<file path="src/rtl/mips_io_port_if.sv">
// Bus-side and port-side signals of the mips_io_port memory-mapped I/O block.
// The slave modport is the responder's view; the master modport is the
// processor / external-world view used by whoever drives the block.
interface mips_io_port_if #(
  parameter int DATA_WIDTH = 32,
  parameter int IN_WIDTH   = 8
);
  // Processor memory-stage side
  logic [31:0]           addr;
  logic                  wr_en;
  logic                  rd_en;
  logic [DATA_WIDTH-1:0] wr_data;
  logic [DATA_WIDTH-1:0] rd_data;
  logic                  sel;

  // External side
  logic [IN_WIDTH-1:0]   port_in;
  logic [DATA_WIDTH-1:0] port_out;
  logic                  out_valid;
  logic                  out_ready;
  logic                  irq;

  modport slave (
    input  addr, wr_en, rd_en, wr_data, port_in, out_ready,
    output rd_data, sel, port_out, out_valid, irq
  );

  modport master (
    output addr, wr_en, rd_en, wr_data, port_in, out_ready,
    input  rd_data, sel, port_out, out_valid, irq
  );
endinterface

</file>
<file path="src/rtl/mips_io_port.sv">
// Memory-mapped I/O responder for the MIPS data-memory stage.
// Register map (byte offsets from BASE_ADDR, addr[3:2] selects, addr[1:0] ignored):
//   0x0 OUT    R/W  last accepted store, driven on port_out
//   0x4 IN     RO   synchronized port_in, zero-extended
//   0x8 STATUS RO   bit0 IN_CHANGED, bit1 OVERRUN (both read-to-clear),
//                   bit2 out_valid (live)
//   0xC CTRL   R/W  bit0 IRQ_EN
//
// Output handshake: port_out carries data whenever out_valid is high; a
// transfer happens on every rising edge where out_valid && out_ready. After a
// transfer out_valid falls unless a store is accepted in that same cycle, in
// which case it stays high with the new data. port_out holds its value after
// a transfer. A store arriving while out_valid && !out_ready is dropped and
// sets OVERRUN.
module mips_io_port #(
  parameter int          DATA_WIDTH = 32,
  parameter int          IN_WIDTH   = 8,
  parameter logic [31:0] BASE_ADDR  = 32'h1001_0000
) (
  input logic clk,
  input logic reset,
  mips_io_port_if.slave bus
);

  localparam logic [1:0] REG_OUT    = 2'd0;
  localparam logic [1:0] REG_IN     = 2'd1;
  localparam logic [1:0] REG_STATUS = 2'd2;
  localparam logic [1:0] REG_CTRL   = 2'd3;

  // State registers
  logic [DATA_WIDTH-1:0] port_out_q,   port_out_d;
  logic                  out_valid_q,  out_valid_d;
  logic                  in_changed_q, in_changed_d;
  logic                  overrun_q,    overrun_d;
  logic                  irq_en_q,     irq_en_d;
  logic                  irq_q,        irq_d;
  logic [IN_WIDTH-1:0]   sync1_q,      sync1_d;
  logic [IN_WIDTH-1:0]   sync2_q,      sync2_d;
  logic [IN_WIDTH-1:0]   in_last_q,    in_last_d;

  // Decode / event signals
  logic       sel_hit;
  logic [1:0] reg_idx;
  logic       wr_out;
  logic       wr_ctrl;
  logic       rd_status;
  logic       transfer;
  logic       store_accept;
  logic       store_drop;
  logic       in_chg;

  // Read-mux helpers
  logic [DATA_WIDTH-1:0] in_ext;
  logic [DATA_WIDTH-1:0] status_word;
  logic [DATA_WIDTH-1:0] ctrl_word;
  logic [DATA_WIDTH-1:0] rd_data_c;

  // Byte-lane bits of the address do not affect register selection.
  logic unused_addr_bits;
  assign unused_addr_bits = &{1'b0, bus.addr[1:0]};

  // Address decode and bus event qualification
  always_comb begin
    sel_hit      = (bus.addr[31:4] == BASE_ADDR[31:4]);
    reg_idx      = bus.addr[3:2];
    wr_out       = sel_hit && bus.wr_en && (reg_idx == REG_OUT);
    wr_ctrl      = sel_hit && bus.wr_en && (reg_idx == REG_CTRL);
    rd_status    = sel_hit && bus.rd_en && (reg_idx == REG_STATUS);
    transfer     = out_valid_q && bus.out_ready;
    store_accept = wr_out && (!out_valid_q || bus.out_ready);
    store_drop   = wr_out && out_valid_q && !bus.out_ready;
    in_chg       = (sync2_q != in_last_q);
  end

  // Next-state logic for output port, flags, control and synchronizer
  always_comb begin
    port_out_d   = port_out_q;
    out_valid_d  = out_valid_q;
    in_changed_d = in_changed_q;
    overrun_d    = overrun_q;
    irq_en_d     = irq_en_q;

    // Output register: accepted store wins over a plain transfer.
    if (store_accept) begin
      port_out_d  = bus.wr_data;
      out_valid_d = 1'b1;
    end else if (transfer) begin
      out_valid_d = 1'b0;
    end

    // Sticky flags: a set event in the clearing cycle keeps the flag set.
    if (in_chg) begin
      in_changed_d = 1'b1;
    end else if (rd_status) begin
      in_changed_d = 1'b0;
    end

    if (store_drop) begin
      overrun_d = 1'b1;
    end else if (rd_status) begin
      overrun_d = 1'b0;
    end

    if (wr_ctrl) begin
      irq_en_d = bus.wr_data[0];
    end

    // Interrupt follows the flag value being loaded at this edge.
    irq_d = irq_en_q && in_changed_d;

    // Two-flop synchronizer plus history flop for change detection.
    sync1_d   = bus.port_in;
    sync2_d   = sync1_q;
    in_last_d = sync2_q;
  end

  // State register with asynchronous active-low reset
  always_ff @(posedge clk or negedge reset) begin
    if (!reset) begin
      port_out_q   <= '0;
      out_valid_q  <= 1'b0;
      in_changed_q <= 1'b0;
      overrun_q    <= 1'b0;
      irq_en_q     <= 1'b0;
      irq_q        <= 1'b0;
      sync1_q      <= '0;
      sync2_q      <= '0;
      in_last_q    <= '0;
    end else begin
      port_out_q   <= port_out_d;
      out_valid_q  <= out_valid_d;
      in_changed_q <= in_changed_d;
      overrun_q    <= overrun_d;
      irq_en_q     <= irq_en_d;
      irq_q        <= irq_d;
      sync1_q      <= sync1_d;
      sync2_q      <= sync2_d;
      in_last_q    <= in_last_d;
    end
  end

  // Zero-wait-state read mux; returns 0 when not selected or not reading
  always_comb begin
    in_ext                  = '0;
    in_ext[IN_WIDTH-1:0]    = sync2_q;
    status_word             = '0;
    status_word[2:0]        = {out_valid_q, overrun_q, in_changed_q};
    ctrl_word               = '0;
    ctrl_word[0]            = irq_en_q;
    rd_data_c               = '0;
    if (sel_hit && bus.rd_en) begin
      case (reg_idx)
        REG_OUT:    rd_data_c = port_out_q;
        REG_IN:     rd_data_c = in_ext;
        REG_STATUS: rd_data_c = status_word;
        REG_CTRL:   rd_data_c = ctrl_word;
        default:    rd_data_c = '0;
      endcase
    end
  end

  assign bus.rd_data   = rd_data_c;
  assign bus.sel       = sel_hit;
  assign bus.port_out  = port_out_q;
  assign bus.out_valid = out_valid_q;
  assign bus.irq       = irq_q;

endmodule

</file>
<file path="src/flat_wrapper.sv">
// flat-port wrapper written by rule: the top's interface ports become plain ports
module mips_io_port_flat 
#(
  parameter int          DATA_WIDTH = 32,
  parameter int          IN_WIDTH   = 8,
  parameter logic [31:0] BASE_ADDR  = 32'h1001_0000
)
  (clk, reset, bus_addr, bus_wr_en, bus_rd_en, bus_wr_data, bus_port_in, bus_out_ready, bus_rd_data, bus_sel, bus_port_out, bus_out_valid, bus_irq);
  mips_io_port_if #(.DATA_WIDTH(DATA_WIDTH), .IN_WIDTH(IN_WIDTH)) bus_i ();
  input logic clk;
  input logic reset;
  input wire logic [$bits(bus_i.addr)-1:0] bus_addr;
  input wire logic [$bits(bus_i.wr_en)-1:0] bus_wr_en;
  input wire logic [$bits(bus_i.rd_en)-1:0] bus_rd_en;
  input wire logic [$bits(bus_i.wr_data)-1:0] bus_wr_data;
  input wire logic [$bits(bus_i.port_in)-1:0] bus_port_in;
  input wire logic [$bits(bus_i.out_ready)-1:0] bus_out_ready;
  output wire logic [$bits(bus_i.rd_data)-1:0] bus_rd_data;
  output wire logic [$bits(bus_i.sel)-1:0] bus_sel;
  output wire logic [$bits(bus_i.port_out)-1:0] bus_port_out;
  output wire logic [$bits(bus_i.out_valid)-1:0] bus_out_valid;
  output wire logic [$bits(bus_i.irq)-1:0] bus_irq;
  assign bus_i.addr = bus_addr;
  assign bus_i.wr_en = bus_wr_en;
  assign bus_i.rd_en = bus_rd_en;
  assign bus_i.wr_data = bus_wr_data;
  assign bus_i.port_in = bus_port_in;
  assign bus_i.out_ready = bus_out_ready;
  assign bus_rd_data = bus_i.rd_data;
  assign bus_sel = bus_i.sel;
  assign bus_port_out = bus_i.port_out;
  assign bus_out_valid = bus_i.out_valid;
  assign bus_irq = bus_i.irq;
  mips_io_port #(.DATA_WIDTH(DATA_WIDTH), .IN_WIDTH(IN_WIDTH), .BASE_ADDR(BASE_ADDR)) u_core (.clk(clk), .reset(reset), .bus(bus_i));
endmodule
</file>
<file path="config.mk">
export PLATFORM = sky130hd
export DESIGN_NAME = mips_io_port_flat
export DESIGN_NICKNAME = d
export VERILOG_FILES = /design/src/rtl/mips_io_port_if.sv /design/src/rtl/mips_io_port.sv /design/src/flat_wrapper.sv
export SDC_FILE = /design/constraint.sdc
export NUM_CORES = 1
export LEC_CHECK = 0
export BUFFER_PORTS_ARGS = -buffer_cell sky130_fd_sc_hd__buf_2
export CAP_MARGIN = 20
export CORE_AREA = 4 4 91 93
export CTS_BUF_LIST = sky130_fd_sc_hd__clkbuf_4
export CTS_CLUSTER_DIAMETER = 150
export DETAILED_ROUTE_END_ITERATION = 10
export DIE_AREA = 0 0 95 97
export HOLD_SLACK_MARGIN = 0.02
export PLACE_DENSITY = 0.65
export SLEW_MARGIN = 0
export SYNTH_ARGS = -nofsm -noshare
export SYNTH_HDL_FRONTEND = slang
export SYNTH_SLANG_ARGS = --single-unit
export TNS_END_PERCENT = 30
</file>
<file path="constraint.sdc">
create_clock -name clk -period 2.6 [get_ports clk]
set_clock_uncertainty 0.2 [all_clocks]
set_input_delay 0.52 -clock clk [delete_from_list [all_inputs] [get_ports clk]]
set_output_delay 0.52 -clock clk [all_outputs]
set_load 0.02 [all_outputs]
</file>
==> impl_metrics.toml <==
[cells_and_area]
fillCellCount = 665
nNetsFinal = 434
antenna_cells = 0
stdcell_count = 463
drive_above_1_share_pct = 67.9
final_cell_area_mm2 = 0.00422
syn2layout_area_growth_pct = 65.5

[global_route]
grt_pass1_vias = 2241
antenna_found_initial = 0
grt_max_degree = 41
grt_usage_pct = 14.6
grt_overflow_total = 0
grt_pass1_wl_mm = 10.4

[place]
place_hpwl_mm = 4.89
dp_cells = 433
place_area_mm2 = 0.00355
place_congestion = 0.757
placement.io_buffers = 141

[pwr]
ir_drop_mv = 0.243
power_density_mw_per_mm2 = 414
p_leak_nw = 2.19

[clock_tree]
cts_buffer_depth = 2
cts.sinks = 61
cts.reportedPaths.clkPinSlew_ns = 0.11
cts.htree.levels = 3
cts_buffers = 9
ctsRootBufferMaster = "clkbuf_4"
clock_latency_ns = 0.39
cts_tree = "done"

[floorplan]
placeableCoreArea_mm2 = 0.00753
die_w_um = 95
ios = 144
start_util_pct = 33.9
rows = 32
die_h_um = 97
dieArea_mm2 = 0.00922

[setup_path]
crit_fanout = 6
worst_ep_required_time_ns = 1.88
r2r_start = "u_core.bus.out_valid$_DFFE_PN0P_"
start_kind = "input port"
cp-end-kind = "primary output"
r2r_slack_ns = 0.84
crit_arrival_ns = 1.95
crit_start = "bus_addr[26]"
critical_path_class = "input port to primary output"

[yosys]
yosysWarningCount = 0
synthArstFlopShare_pct = 100
avgSynthCellArea_um2 = 13.6
synthCells = 187
seq_area_frac_synth_pct = 59.9
synth_fp_nets = 264
ys_ff_latch = 61
synth_cell_type_count = 26
syn-cell-area_mm2 = 0.00255
synth_edf_count = 0
ys.flop_type = "dfrtp_1"

[sta]
hold_viol = 0
period_share_pct = 103
setup_viol = 28
fin_crit_ns = 2.67
max_freq_ghz = 0.374
rsz0062_at_grt = "true"
fin_hold_ws_ns = 0.152
tightest_slew_ns = 0.518
fin_tns_setup_ns = -1.35
finalMaxSlewViolations = 0
max-slew-margin-rel_pct = 65.5
layout_setup_ws_ns = -0.0743

[detailed_routing]
wl_per_cell_um = 15.4
drt-pass1-iter-count = 3
routed-via-count = 2139
viasPerCell = 4.62
ant_nets = 0
finalWirelength_mm = 7.13
drc = 0
drtIter0Drc = 38

[min_path]
min_from = "u_core.sync1_q[5]$_DFF_PN0_"
hold_class = "flop to flop"

[run_status]
failed_checks = "negative setup slack"
outcome = "finished, violations left"

[job]
cap_violations = 0
[worst max-delay path, cell delays in order]
cell       delay [ns]
buf_2            0.11
nor4b_2          0.28
nand3_1          0.16
buf_6            0.15
nor3_4           0.17
buf_6            0.16
clkbuf_16        0.16
and2_4           0.14
buf_6            0.11
[registers in the layout (all words and copies together) (netlist names)]
name and cells:
u_core.bus.port_out 32, u_core.in_changed_q 1, u_core.in_last_d 8, u_core.irq_en_q 1, u_core.in_last_q 8, u_core.sync1_q 8, u_core.overrun_q 1, u_core.bus.out_valid 1
u_core.bus.irq 1
[worst paths after layout]
check / end / cells after the start
worst max-delay path: bus_rd_data[30] / 9
worst min-delay path: u_core.in_last_d[5]$_DFF_PN0_ / 0
worst max register to register: u_core.bus.port_out[20]$_DFFE_PN0P_ / 4
worst min register to register: u_core.in_last_d[5]$_DFF_PN0_ / 0
max in group asynchronous: u_core.in_changed_q$_DFF_PN0_ / 3
min in group asynchronous: u_core.overrun_q$_DFFE_PN0P_ / 2
[cells in the final DEF (no fill, tap or decap), types with 2 or more instances in the layout]
cell type      synthesis  routed
mux2i_1                7       7
clkinv_2               0       3
and2_1                24       2
nand2_1                6       6
xnor2_1                8       8
and3_4                 0       3
nand4_1                3       3
inv_1                  3       2
buf_2                  0     101
dfrtp_1               61      61
nor4_4                 0       2
buf_6                  3      38
nor2_1                 2       2
buf_12                 0       4
nor4b_4                1       7
buf_4                  0      13
mux2_2                32      32
nor3_1                 3       2
o21ai_0                4       4
clkbuf_16              0       2
o31ai_1                2       2
nor4_2                 0       2
clkbuf_4               0      10
nand3_1                2       2
and2_4                 0      22
dlygate4sd3_1          0       9
[layer usage]
metal	wire [um]	vias up	GRT usage, %
met5	0	-	0
met4	96	0	5.99
met3	580	8	5.37
met2	3730	96	24.9
met1	2720	1033	16.2
li1	-	1002	-
[where the power goes]
part / switching [mW] / internal [mW] / leakage, nW / total (mW)
Combinational: 0.0650 / 0.0840 / 1.33 / 0.149
Clock: 0.327 / 0.294 / 0.0720 / 0.621
Sequential: 0.0108 / 0.967 / 0.792 / 0.978
[cells by family after synthesis]
group | after synthesis | share of synthesized area (%)
AO/OA/AOI/OAI | 7 | 1.62
XOR/XNOR | 8 | 2.75
buffers and inverters | 11 | 2.50
flip-flops | 61 | 59.9
multiplexers | 41 | 18.2
AND/OR/NAND/NOR | 59 | 15.1
[layout make-up]
cell class,count,area (um^2),share of cell area (%)
flip-flops and latches,61,1530,36.2
clock inverters,5,52.6,1.25
inverters,3,13.8,0.326
repair buffers,167,1250,29.6
clock buffers,10,75.1,1.78
multi-input cells,115,1170,27.8
well taps,102,128,3.02
[cell usage after synthesis (all sizes together), types with 2 or more instances]
library cell	instances	share of area, %
nand2	6	0.88
mux2i	7	2.7
and2	24	5.9
clkbuf	5	0.74
xnor2	8	2.7
nor4b	8	3.6
and3	3	0.74
nand3	2	0.39
buf	3	1.3
mux2	33	15
nor2	2	0.29
inv	3	0.44
nor4	5	1.2
nor3	3	0.59
dfrtp	61	60
nand4	3	0.74
o31ai	2	0.59
o21ai	4	0.79
[timing repair]
| item | in CTS | in global routing |
|---|---|---|
| hold buffers | 9 | 0 |
| setup buffers | 0 | 3 |
| pin swaps | 1 | 17 |
| hold endpoints to repair | 29 | 0 |
| endpoints found under the setup margin | 32 | 32 |
| resized for setup | 45 | 57 |
| cloned | 0 | 3 |
[metrics by stage]
stage          power (mW)  setup slack [ns]  util [%]
3_5_place_dp         1.12            -0.104      47.2
2_1_floorplan        1.03           -0.0356         -
5_1_grt              1.85            -0.141      56.1
6_report             1.75           -0.0743      56.1
3_3_place_gp         1.12           -0.0900      47.2
4_1_cts              1.76           -0.0346      51.9
(Power assumes the default switching activity.)
